`src/rtl/cook_timer_pkg.sv`:
```
// Shared definitions for the cook timer controller.
//   state_t      : controller FSM states
//   BCD_MAX_*    : largest legal BCD digit for units / seconds-tens positions
//   DONE_CNT_W   : width of the done-phase tick counter (DONE_TICKS up to 15)
package cook_timer_pkg;

    typedef enum logic [2:0] {
        S_IDLE  = 3'd0,
        S_ENTRY = 3'd1,
        S_COOK  = 3'd2,
        S_PAUSE = 3'd3,
        S_DONE  = 3'd4
    } state_t;

    localparam logic [3:0] BCD_MAX_UNIT = 4'd9;
    localparam logic [3:0] BCD_MAX_TENS = 4'd5;

    localparam int unsigned DONE_CNT_W = 4;

endpackage

```
`src/rtl/cook_timer_ctrl_bcd_mmss_dec.sv`:
```
// Combinational M:SS BCD decrementer.
//   i_min_ones/i_sec_tens/i_sec_ones : current time digits
//   o_min_ones/o_sec_tens/o_sec_ones : time minus one second (0:00 saturates)
//   o_is_zero                        : decremented result is 0:00
module bcd_mmss_dec
    import cook_timer_pkg::*;
(
    input  logic [3:0] i_min_ones,
    input  logic [3:0] i_sec_tens,
    input  logic [3:0] i_sec_ones,
    output logic [3:0] o_min_ones,
    output logic [3:0] o_sec_tens,
    output logic [3:0] o_sec_ones,
    output logic       o_is_zero
);

    always_comb begin
        o_min_ones = i_min_ones;
        o_sec_tens = i_sec_tens;
        o_sec_ones = i_sec_ones;
        if (i_sec_ones != 4'd0) begin
            o_sec_ones = i_sec_ones - 4'd1;
        end else if (i_sec_tens != 4'd0) begin
            o_sec_ones = BCD_MAX_UNIT;
            o_sec_tens = i_sec_tens - 4'd1;
        end else if (i_min_ones != 4'd0) begin
            o_sec_ones = BCD_MAX_UNIT;
            o_sec_tens = BCD_MAX_TENS;
            o_min_ones = i_min_ones - 4'd1;
        end
        o_is_zero = (o_min_ones == 4'd0) && (o_sec_tens == 4'd0) && (o_sec_ones == 4'd0);
    end

endmodule

```
`src/rtl/cook_timer_ctrl.sv`:
```
// Microwave cook timer sequencer: keypad digit entry, countdown, magnetron gating.
//   clk, clearn           : clock, async active-low reset
//   D, loadn              : BCD digit and active-low data-valid from the keypad encoder
//   tick_1hz              : one-clk pulse per second
//   startn, stopn         : debounced active-low buttons
//   door_closed           : 1 = door closed
//   enbn                  : 1 = keypad locked
//   min_ones/sec_tens/sec_ones : displayed M:SS time
//   mag_on                : magnetron enable (combinational)
//   done                  : cook complete indicator
module cook_timer_ctrl
    import cook_timer_pkg::*;
#(
    parameter int unsigned DONE_TICKS = 3
) (
    input  logic       clk,
    input  logic       clearn,
    input  logic [3:0] D,
    input  logic       loadn,
    input  logic       tick_1hz,
    input  logic       startn,
    input  logic       stopn,
    input  logic       door_closed,
    output logic       enbn,
    output logic [3:0] min_ones,
    output logic [3:0] sec_tens,
    output logic [3:0] sec_ones,
    output logic       mag_on,
    output logic       done
);

    localparam logic [DONE_CNT_W-1:0] LP_DONE_LAST = DONE_CNT_W'(DONE_TICKS - 1);

    state_t                r_state, w_state_nx;
    logic [3:0]            r_min, r_tens, r_ones;
    logic [3:0]            w_min_nx, w_tens_nx, w_ones_nx;
    logic [DONE_CNT_W-1:0] r_done_cnt, w_done_cnt_nx;
    logic                  r_loadn_prev, r_startn_prev, r_stopn_prev;
    logic                  r_enbn, r_done;

    logic       w_digit_ev, w_start_ev, w_stop_ev, w_time_zero;
    logic [3:0] w_dec_min, w_dec_tens, w_dec_ones;
    logic       w_dec_zero;

    // Digits above 9 never count as an event.
    assign w_digit_ev  = ~loadn & r_loadn_prev & (D <= BCD_MAX_UNIT);
    assign w_start_ev  = ~startn & r_startn_prev;
    assign w_stop_ev   = ~stopn & r_stopn_prev;
    assign w_time_zero = (r_min == 4'd0) && (r_tens == 4'd0) && (r_ones == 4'd0);

    bcd_mmss_dec u_dec (
        .i_min_ones (r_min),
        .i_sec_tens (r_tens),
        .i_sec_ones (r_ones),
        .o_min_ones (w_dec_min),
        .o_sec_tens (w_dec_tens),
        .o_sec_ones (w_dec_ones),
        .o_is_zero  (w_dec_zero)
    );

    always_comb begin
        w_state_nx    = r_state;
        w_min_nx      = r_min;
        w_tens_nx     = r_tens;
        w_ones_nx     = r_ones;
        w_done_cnt_nx = r_done_cnt;
        unique case (r_state)
            S_IDLE: begin
                if (w_digit_ev) begin
                    w_min_nx   = r_tens;
                    w_tens_nx  = r_ones;
                    w_ones_nx  = D;
                    w_state_nx = S_ENTRY;
                end
            end
            S_ENTRY: begin
                if (w_stop_ev) begin
                    w_min_nx   = 4'd0;
                    w_tens_nx  = 4'd0;
                    w_ones_nx  = 4'd0;
                    w_state_nx = S_IDLE;
                end else if (w_start_ev && door_closed && !w_time_zero) begin
                    // Entry like 1:75 means 2:15; anything past 9:59 clamps.
                    if (r_tens > BCD_MAX_TENS) begin
                        if (r_min == BCD_MAX_UNIT) begin
                            w_tens_nx = BCD_MAX_TENS;
                            w_ones_nx = BCD_MAX_UNIT;
                        end else begin
                            w_tens_nx = r_tens - 4'd6;
                            w_min_nx  = r_min + 4'd1;
                        end
                    end
                    w_state_nx = S_COOK;
                end else if (w_digit_ev) begin
                    w_min_nx  = r_tens;
                    w_tens_nx = r_ones;
                    w_ones_nx = D;
                end
            end
            S_COOK: begin
                if (w_stop_ev || !door_closed) begin
                    w_state_nx = S_PAUSE;
                end else if (tick_1hz) begin
                    w_min_nx  = w_dec_min;
                    w_tens_nx = w_dec_tens;
                    w_ones_nx = w_dec_ones;
                    if (w_dec_zero) begin
                        w_state_nx    = S_DONE;
                        w_done_cnt_nx = '0;
                    end
                end
            end
            S_PAUSE: begin
                if (w_stop_ev) begin
                    w_min_nx   = 4'd0;
                    w_tens_nx  = 4'd0;
                    w_ones_nx  = 4'd0;
                    w_state_nx = S_IDLE;
                end else if (w_start_ev && door_closed) begin
                    w_state_nx = S_COOK;
                end
            end
            S_DONE: begin
                if (w_stop_ev) begin
                    w_state_nx = S_IDLE;
                end else if (tick_1hz) begin
                    if (r_done_cnt == LP_DONE_LAST) begin
                        w_state_nx    = S_IDLE;
                        w_done_cnt_nx = '0;
                    end else begin
                        w_done_cnt_nx = r_done_cnt + 1'b1;
                    end
                end
            end
            default: begin
                w_state_nx = S_IDLE;
            end
        endcase
    end

    always_ff @(posedge clk or negedge clearn) begin
        if (!clearn) begin
            r_state       <= S_IDLE;
            r_min         <= 4'd0;
            r_tens        <= 4'd0;
            r_ones        <= 4'd0;
            r_done_cnt    <= '0;
            r_loadn_prev  <= 1'b1;
            r_startn_prev <= 1'b1;
            r_stopn_prev  <= 1'b1;
            r_enbn        <= 1'b0;
            r_done        <= 1'b0;
        end else begin
            r_state       <= w_state_nx;
            r_min         <= w_min_nx;
            r_tens        <= w_tens_nx;
            r_ones        <= w_ones_nx;
            r_done_cnt    <= w_done_cnt_nx;
            r_loadn_prev  <= loadn;
            r_startn_prev <= startn;
            r_stopn_prev  <= stopn;
            r_enbn        <= (w_state_nx == S_COOK) || (w_state_nx == S_PAUSE) ||
                             (w_state_nx == S_DONE);
            r_done        <= (w_state_nx == S_DONE);
        end
    end

    assign enbn     = r_enbn;
    assign done     = r_done;
    assign min_ones = r_min;
    assign sec_tens = r_tens;
    assign sec_ones = r_ones;
    // Combinational so an opening door kills power without waiting a clock.
    assign mag_on   = (r_state == S_COOK) & door_closed;

endmodule
```
`config.mk`:
```
export PLATFORM = sky130hd
export DESIGN_NAME = cook_timer_ctrl
export DESIGN_NICKNAME = d
export VERILOG_FILES = /design/src/rtl/cook_timer_pkg.sv /design/src/rtl/cook_timer_ctrl_bcd_mmss_dec.sv /design/src/rtl/cook_timer_ctrl.sv
export SDC_FILE = /design/constraint.sdc
export NUM_CORES = 1
export LEC_CHECK = 0
export ABC_AREA = 1
export BUFFER_PORTS_ARGS = -buffer_cell sky130_fd_sc_hd__buf_2
export CAP_MARGIN = 20
export CELL_PAD_IN_SITES_DETAIL_PLACEMENT = 2
export CELL_PAD_IN_SITES_GLOBAL_PLACEMENT = 2
export CORE_MARGIN = 2
export CORE_UTILIZATION = 32
export CTS_CLUSTER_DIAMETER = 30
export DETAILED_ROUTE_END_ITERATION = 10
export PLACE_DENSITY_LB_ADDON = 0.2
export SYNTH_ARGS = -nofsm -noshare
export SYNTH_HDL_FRONTEND = slang
export SYNTH_HIERARCHICAL = 1
export SYNTH_SLANG_ARGS = --single-unit
```
`constraint.sdc`:
```
create_clock -name clk -period 2.5 [get_ports clk]
set_input_delay 0.25 -clock clk [delete_from_list [all_inputs] [get_ports clk]]
set_output_delay 0.25 -clock clk [all_outputs]
set_load 0.1 [all_outputs]
```
[Word level (Yosys, flattened, before mapping)]
Index checks and enable logic that the tools add are counted.
Word-level totals
  output and inout port bits: 15
  input port bits: 11
  flip-flop bits (word level): 24
  word-level logic and storage cells: 124
Operators by class
  reductions and logical operators: 27
  bitwise operators: 8
  add/sub/neg operators: 6
  multiplexer cells: 53
  equal/unequal tests: 18
  magnitude comparators: 2
Operator list (number)
  4-bit two-way mux: 37
  4-bit one-hot mux with 4 select lines: 3
  3-bit two-way mux: 11
  4-bit logical NOT: 6
  6-bit AND reduction: 3
  4-bit nonzero test: 4
  3-bit one-hot mux with 5 select lines: 1
  3-bit by 2-bit equality test with 1-bit output (second input constant): 4
  4-bit != test (second input constant): 3
  4-bit by 1-bit subtractor with 4-bit output (second input constant): 3
  2-bit != test (second input constant): 5
  4-bit by 1-bit adder with 4-bit output (second input constant): 2
  4-bit one-hot mux with 2 select lines: 1
  3-bit equality test (second input constant): 2
  1-bit logical AND: 6
  1-bit bitwise AND: 5
  5-bit AND reduction: 1
  4-bit by 2-bit equality test with 1-bit output (second input constant): 1
  4-bit equality test (second input constant): 1
  4-bit by 3-bit greater-than comparator with 1-bit output (second input constant): 1
  4-bit less-or-equal comparator (second input constant): 1
  4-bit by 3-bit subtractor with 4-bit output (second input constant): 1
  3-bit by 1-bit equality test with 1-bit output (second input constant): 1
  3-bit logical NOT: 1
  other kinds (5): 10

[Depth between registers and ports, before layout]
  word-level depth: 14
  depth in mapped cells: 20
  gate-level depth less buffers: 20

[Cells and area by module]
The synthesis kept the hierarchy.
By module, submodules not included
  cook_timer_ctrl: cells an instance 239, sequential area each 604.3 sq um, instances 1, area each 1779.2 sq um
  bcd_mmss_dec: cells an instance 100, sequential area each 0.0 sq um, instances 1, area each 476.7 sq um

[Worst setup path before layout]
No wires, ideal clock.
  path kind: flip-flop to flip-flop
  from: reg r_ones[0], in the netlist sec_ones[0]
  to: reg r_enbn, in the netlist enbn
  library setup time: 0.127 ns
  required time: 2.373 ns
  setup slack: -0.421 ns
  clock period less this slack: 2.921 ns
  buffers on the path: 0
  data arrival time: 2.793 ns
  cell stages (with the launch flop): 16
  cell sequence: dfrtp_1 -> inv_1 -> ha_1 -> nand2_2 -> nor2_4 -> nand2_1 -> nand2_1 -> nor2_1 -> nand2_1 -> nor2_1 -> nand2_1 -> nor2_1 -> nand2_1 -> o21ai_0 -> nand3_1 -> or2_2
On the way
  elaborated cells between the ends (all ways): 27
  those cells by class: 1 x add/sub; 3 x eq/ne; 11 x mux; 12 x reduce/logical
RTL lines
  start, declared: RTL line cook_timer_ctrl.sv:35  | logic [3:0] r_min, r_tens, r_ones;
  start signal, assigned: RTL line cook_timer_ctrl.sv:157  | r_ones <= w_ones_nx;
  4-bit by 1-bit subtractor with 4-bit output or 4-bit nonzero test (tied branches): RTL line cook_timer_ctrl_bcd_mmss_dec.sv:22, cook_timer_ctrl_bcd_mmss_dec.sv:21
  4-bit two-way mux *: RTL line cook_timer_ctrl_bcd_mmss_dec.sv:21  | if (i_sec_ones != 4'd0) begin
  named net w_dec_ones[3]: RTL line cook_timer_ctrl.sv:42  | logic [3:0] w_dec_min, w_dec_tens, w_dec_ones;
  4-bit logical NOT *: RTL line cook_timer_ctrl_bcd_mmss_dec.sv:31  | o_is_zero = (o_min_ones == 4'd0) && (o_sec_tens == 4'd0) && (o_sec_ones == 4'd0);
  1-bit logical AND *: RTL line cook_timer_ctrl_bcd_mmss_dec.sv:31
  named net w_dec_zero: RTL line cook_timer_ctrl.sv:43  | logic w_dec_zero;
  3-bit two-way mux *: RTL line cook_timer_ctrl.sv:107  | if (w_dec_zero) begin
  3-bit two-way mux *: RTL line cook_timer_ctrl.sv:103  | end else if (tick_1hz) begin
  3-bit two-way mux *: RTL line cook_timer_ctrl.sv:101  | if (w_stop_ev || !door_closed) begin
  3-bit one-hot mux with 5 select lines *: RTL line cook_timer_ctrl.sv:67  | unique case (r_state)
  named net w_state_nx[1]: RTL line cook_timer_ctrl.sv:34  | state_t r_state, w_state_nx;
  3-bit by 2-bit equality test with 1-bit output: RTL line cook_timer_ctrl.sv:162  | r_enbn <= (w_state_nx == S_COOK) || (w_state_nx == S_PAUSE) ||
  1-bit logical OR: RTL line cook_timer_ctrl.sv:162
  1-bit logical OR *: RTL line cook_timer_ctrl.sv:162
  end signal, assigned: RTL line cook_timer_ctrl.sv:162
  end, declared: RTL line cook_timer_ctrl.sv:39  | logic r_enbn, r_done;
Mark *: on every way through the listed nets, which the timed path passes. The rest lies on a longest branch.
A chain may end at the register's enable or synchronous reset.

[Final worst setup path]
  from: reg r_tens[0], in the netlist sec_tens[0]
  to: reg r_done_cnt[3]
On the way
  cells in the longest elaborated chain, start to end: 8
  elaborated cells between the ends (all ways): 16
  those cells by class: 1 x add/sub; 1 x eq/ne; 7 x mux; 7 x reduce/logical
RTL lines
  start, declared: RTL line cook_timer_ctrl.sv:35
  start signal, assigned: RTL line cook_timer_ctrl.sv:156  | r_tens <= w_tens_nx;
  4-bit by 1-bit subtractor with 4-bit output, or another cell as far along: RTL line cook_timer_ctrl_bcd_mmss_dec.sv:25  | o_sec_tens = i_sec_tens - 4'd1;
  4-bit two-way mux: RTL line cook_timer_ctrl_bcd_mmss_dec.sv:23  | end else if (i_sec_tens != 4'd0) begin
  4-bit two-way mux: RTL line cook_timer_ctrl_bcd_mmss_dec.sv:21
  4-bit logical NOT: RTL line cook_timer_ctrl_bcd_mmss_dec.sv:31
  1-bit logical AND: RTL line cook_timer_ctrl_bcd_mmss_dec.sv:31
  1-bit logical AND *: RTL line cook_timer_ctrl_bcd_mmss_dec.sv:31
  named net w_dec_zero: RTL line cook_timer_ctrl.sv:43
  2-bit by 1-bit != test with 1-bit output (no source line) *
  6-bit AND reduction (no source line) *
  end signal, assigned: RTL line cook_timer_ctrl.sv:158  | r_done_cnt <= w_done_cnt_nx;
  end, declared: RTL line cook_timer_ctrl.sv:37  | logic [DONE_CNT_W-1:0] r_done_cnt, w_done_cnt_nx;
Marks and branches as above.

==> metrics.txt <==
# TYPE chip_impl_metric gauge
chip_impl_metric{name="slew_headroom",unit="%"} 59.8
chip_impl_metric{name="finalCoreUtilization",unit="%"} 41.9
chip_impl_metric{name="clock_tree_buf_depth",unit=""} 2
chip_impl_metric{name="place.port_buffers",unit=""} 25
chip_impl_metric{name="die_area",unit="µm²"} 7740
chip_impl_metric{name="detailroute.wirelength.met2",unit="mm"} 4.13
chip_impl_info{name="critPathSlowestCell",value="dfrtp_4"} 1
chip_impl_metric{name="fp.dieW",unit="µm"} 88.0
chip_impl_info{name="critical_path.top_delay_family",value="simple AND/OR/NAND/NOR gates"} 1
chip_impl_metric{name="final_min_period_over_clock_period",unit="%"} 94.7
chip_impl_metric{name="layout.cells.non_filler",unit=""} 485
chip_impl_metric{name="pin_count",unit=""} 26
chip_impl_metric{name="antennaDiodeCount",unit=""} 0
chip_impl_metric{name="timing.critical_path.depth",unit=""} 16
chip_impl_metric{name="timing_worst_slew_pin_value",unit="ps"} 604
chip_impl_info{name="status",value="complete, no violations"} 1
chip_impl_metric{name="initialDrtViolationCount",unit=""} 85
chip_impl_metric{name="die_y",unit="µm"} 88.0
chip_impl_metric{name="detail_route.drc_violations",unit=""} 0
chip_impl_metric{name="yosys.area_share.adder",unit="%"} 5.55
chip_impl_info{name="synth_top_family_by_area",value="simple AND/OR/NAND/NOR gates"} 1
chip_impl_metric{name="achievable-frequency",unit="GHz"} 0.423
chip_impl_metric{name="worst-r2r-cell-count",unit=""} 16
chip_impl_metric{name="final_antenna_net_count",unit=""} 0
chip_impl_metric{name="grt_first_pass_wirelength",unit="mm"} 12.7
chip_impl_metric{name="slowest_delay",unit="ps"} 480
chip_impl_metric{name="post_synth_inst_count",unit=""} 339
chip_impl_metric{name="finalHoldViolCount",unit=""} 0
chip_impl_metric{name="post_drt_via_cell_ratio",unit=""} 4.90
chip_impl_metric{name="site_row_count",unit=""} 30
chip_impl_metric{name="grtUsageTotal",unit="%"} 21.5
chip_impl_metric{name="ys_types",unit=""} 36
chip_impl_metric{name="synth-simple-area-share",unit="%"} 49.5
chip_impl_metric{name="syn-mean-instance-area",unit="µm²"} 6.65
chip_impl_info{name="rsz0062_at_grt",value="yes"} 1
chip_impl_metric{name="fin_nets",unit=""} 411
chip_impl_metric{name="synth_compound_area_share",unit="%"} 6.88
chip_impl_metric{name="gp_congestion",unit=""} 0.803
chip_impl_metric{name="synthesis.yosys.warnings",unit=""} 6
chip_impl_metric{name="m1WireLength",unit="mm"} 3.49
chip_impl_metric{name="timing.critical_path.buf_inv",unit=""} 1
chip_impl_metric{name="detail_route.wl_per_cell",unit="µm"} 16.3
chip_impl_metric{name="final_layout_size_suffix_gt1_share",unit="%"} 32.9
chip_impl_metric{name="hpwl",unit="mm"} 5.96
chip_impl_metric{name="flow.area_growth_from_synthesis",unit="%"} 26.1
chip_impl_metric{name="timing.clock.skew",unit="ps"} 4.31
chip_impl_info{name="top_layer_used",value="met4"} 1
chip_impl_metric{name="synth_seq_cells",unit=""} 24
chip_impl_metric{name="cts-buffers-inserted",unit=""} 3
chip_impl_metric{name="clock_sink_count",unit=""} 24
chip_impl_metric{name="cp_data_required_time",unit="ps"} 2670
chip_impl_info{name="timing.critical_path.cells",value="inv_1, ha_4, nand2_1, nor2_4, nand3_1, nand2_1, nand2_1, nor2_2, nand2_2, nor2_4, nand2_2, nand2_2, nand2_4, nor2_4, xor2_1, nor2_1"} 1
chip_impl_metric{name="routed_wirelength",unit="mm"} 7.90
chip_impl_metric{name="netlist_area_before_placement",unit="µm²"} 2260
chip_impl_metric{name="synth_fp_nets",unit=""} 360
chip_impl_metric{name="drt_pre_antenna_iters",unit=""} 4
chip_impl_metric{name="via_count_of_the_first_global_routing_pass",unit=""} 2564
chip_impl_metric{name="power.leakage",unit="nW"} 1.51
chip_impl_metric{name="clock_latency",unit="ps"} 280
chip_impl_info{name="cp-end-kind",value="flop"} 1
chip_impl_info{name="critical_path_class",value="flop to flop"} 1
chip_impl_metric{name="yosys.area_share.xor_xnor",unit="%"} 1.55
chip_impl_metric{name="stdcell_area",unit="µm²"} 2840
chip_impl_metric{name="place.detailed.instances",unit=""} 474
chip_impl_metric{name="drv_slew",unit=""} 0
chip_impl_metric{name="clkTransAtPathRegs",unit="ps"} 100
chip_impl_metric{name="muxShareOfSynthArea",unit="%"} 0
chip_impl_info{name="cts_root_buffer",value="clkbuf_8"} 1
chip_impl_metric{name="worstPathArrival",unit="ps"} 2540
chip_impl_metric{name="worst-path-max-fanout",unit=""} 5
chip_impl_metric{name="core_area",unit="µm²"} 6790
chip_impl_metric{name="routed-wl-met3",unit="µm"} 135
chip_impl_metric{name="max_cap_violations",unit=""} 0
chip_impl_metric{name="min_path_cells",unit=""} 1
chip_impl_metric{name="final_period_minus_worst_setup_slack",unit="ps"} 2370
chip_impl_metric{name="maximum_number_of_pins_on_one_net_before_global_route_repair",unit=""} 25
chip_impl_info{name="cp-start-kind",value="flop"} 1
chip_impl_metric{name="vdd_drop_max",unit="mV"} 0.434
chip_impl_metric{name="fraction_of_the_yosys_area_taken_by_sequential_cells",unit="%"} 26.8
chip_impl_metric{name="grt_remaining_overflow",unit=""} 0
chip_impl_metric{name="starting_utilization_of_the_core_area",unit="%"} 33.2
chip_impl_info{name="tritoncts",value="built"} 1
chip_impl_metric{name="pwr_density_cell",unit="nW/µm²"} 1350
chip_impl_metric{name="grt_antenna_before_repair",unit=""} 0
chip_impl_metric{name="via_count",unit=""} 2378
chip_impl_metric{name="htree_num_levels",unit=""} 1
chip_impl_info{name="min_path_type",value="input pin to flop"} 1
chip_impl_metric{name="dpl-instance-area",unit="µm²"} 2620
chip_impl_metric{name="final_setup_vio_count",unit=""} 0
==> Yosys cell counts <==
cell type | number | share of area, %
o21a_1 | 2 | 0.67
nand3_4 | 1 | 0.78
and2_1 | 2 | 0.55
buf_2 | 1 | 0.22
nand3_1 | 27 | 6.0
xnor2_1 | 1 | 0.39
nor3_4 | 1 | 0.72
nand3_2 | 1 | 0.44
nand2_2 | 11 | 3.1
o21ai_1 | 3 | 0.67
nor2_1 | 38 | 6.3
dfrtp_1 | 21 | 23
inv_2 | 9 | 1.5
nor2_4 | 5 | 2.5
a21oi_1 | 5 | 1.1
or2_2 | 1 | 0.28
o2111ai_1 | 1 | 0.39
o21ai_0 | 12 | 2.7
o211ai_1 | 3 | 1.0
nand4_1 | 10 | 2.8
dfstp_2 | 3 | 3.5
nor2_2 | 1 | 0.28
ha_1 | 10 | 5.5
nand2_1 | 111 | 18
nor2_8 | 3 | 2.7
nand2_4 | 4 | 2.0
buf_8 | 1 | 0.67
inv_1 | 40 | 6.7
nand2_8 | 1 | 0.89
nor3_1 | 2 | 0.44
clkbuf_1 | 1 | 0.17
nand4_4 | 1 | 0.94
nor3_2 | 1 | 0.44
o21ai_2 | 1 | 0.39
buf_6 | 1 | 0.50
xor2_1 | 3 | 1.2
==> flip-flops by register name (all words and copies together), names as in the netlist <==
name / count
sec_ones: 4
r_startn_prev: 1
sec_tens: 4
done: 1
r_stopn_prev: 1
r_loadn_prev: 1
min_ones: 4
enbn: 1
r_done_cnt: 4
r_state: 3
==> per-layer routing <==
metal	vias to the layer above	GRT usage, %
met4	0	6.71
li1	1171	-
met3	11	1.79
met5	-	0
met1	1167	25.7
met2	29	40.4
==> cell families after synthesis <==
family	count (synthesis)
compound gates	27
xor+xnor	4
fa+ha+maj	10
buf+inv	53
flops	24
simple gates	221
==> worst paths after layout <==
path                                            from                         to  slack (ps)
max                          sec_tens[0]$_DFFE_PN0P_  r_done_cnt[3]$_DFFE_PN0P_         130
min                                            loadn     r_loadn_prev$_DFF_PN1_          70
max reg2reg                  sec_tens[0]$_DFFE_PN0P_  r_done_cnt[3]$_DFFE_PN0P_         130
min reg2reg                r_done_cnt[1]$_DFFE_PN0P_  r_done_cnt[1]$_DFFE_PN0P_         560
max in group asynchronous                     clearn    min_ones[0]$_DFFE_PN0P_        1540
min in group asynchronous                     clearn       r_state[2]$_DFF_PN0_         500
==> layout by cell type, fill, tap and decap left out, types with 5 or more instances in the layout <==
cell type  count
inv_1         38
nor2_2         7
ha_1           7
nand2_4        5
nand2_1      106
nand4_1       10
buf_2         25
nor2_4         8
buf_4         23
o21ai_0       10
dfrtp_2        7
nand2_2       15
nor2_1        29
nand3_1       26
dfrtp_1       11
inv_2          9
a21oi_1        5
==> worst register-to-register path: stages, from the launching register on <==
cell and delay, ps:
dfrtp_4 480, inv_1 120, ha_4 160, nand2_1 130, nor2_4 180, nand3_1 100
nand2_1 120, nand2_1 90, nor2_2 130, nand2_2 80, nor2_4 130, nand2_2 70
nand2_2 80, nand2_4 70, nor2_4 100, xor2_1 160, nor2_1 50
==> final cells by class <==
type / instances / area [µm²]
flip-flops and latches: 24 / 624
repair buffers: 50 / 319
inverters: 49 / 189
multi-input cells: 262 / 1540
well taps: 96 / 120
fillers: 837 / 3950
clock buffers: 4 / 55.1
==> where the power goes <==
part / total, mW / internal [mW] / switching (mW)
sequential: 0.621 / 0.502 / 0.119
clock: 0.285 / 0.141 / 0.143
combinational: 2.93 / 0.885 / 2.04
total: 3.83 / 1.53 / 2.30
==> stage by stage <==
| stage | hold WS (ps) | TNS, ps | total power, mW | worst slack (ps) |
|---|---|---|---|---|
| after floorplan | -45.6 | 0 | 2.56 | 0.940 |
| after global placement | 294 | -108 | 3.21 | -86.7 |
| after detailed placement | 293 | -223 | 3.31 | -120 |
| after CTS | 67.2 | 0 | 3.69 | 6.09 |
| after global routing | 62.5 | -46.7 | 4.14 | -46.7 |
| final | 69.0 | 0 | 3.83 | 133 |
==> what timing repair did <==
item / 4_1_cts / 5_1_grt
setup endpoints to repair: 3 / 6
hold endpoints to repair: 21 / 0
hold buffers: 1 / 0
gates resized for setup: 8 / 25
pin swaps: 2 / 12
buffers inserted: 2 / 4
Note: power is estimated with default switching activity, not from simulation.
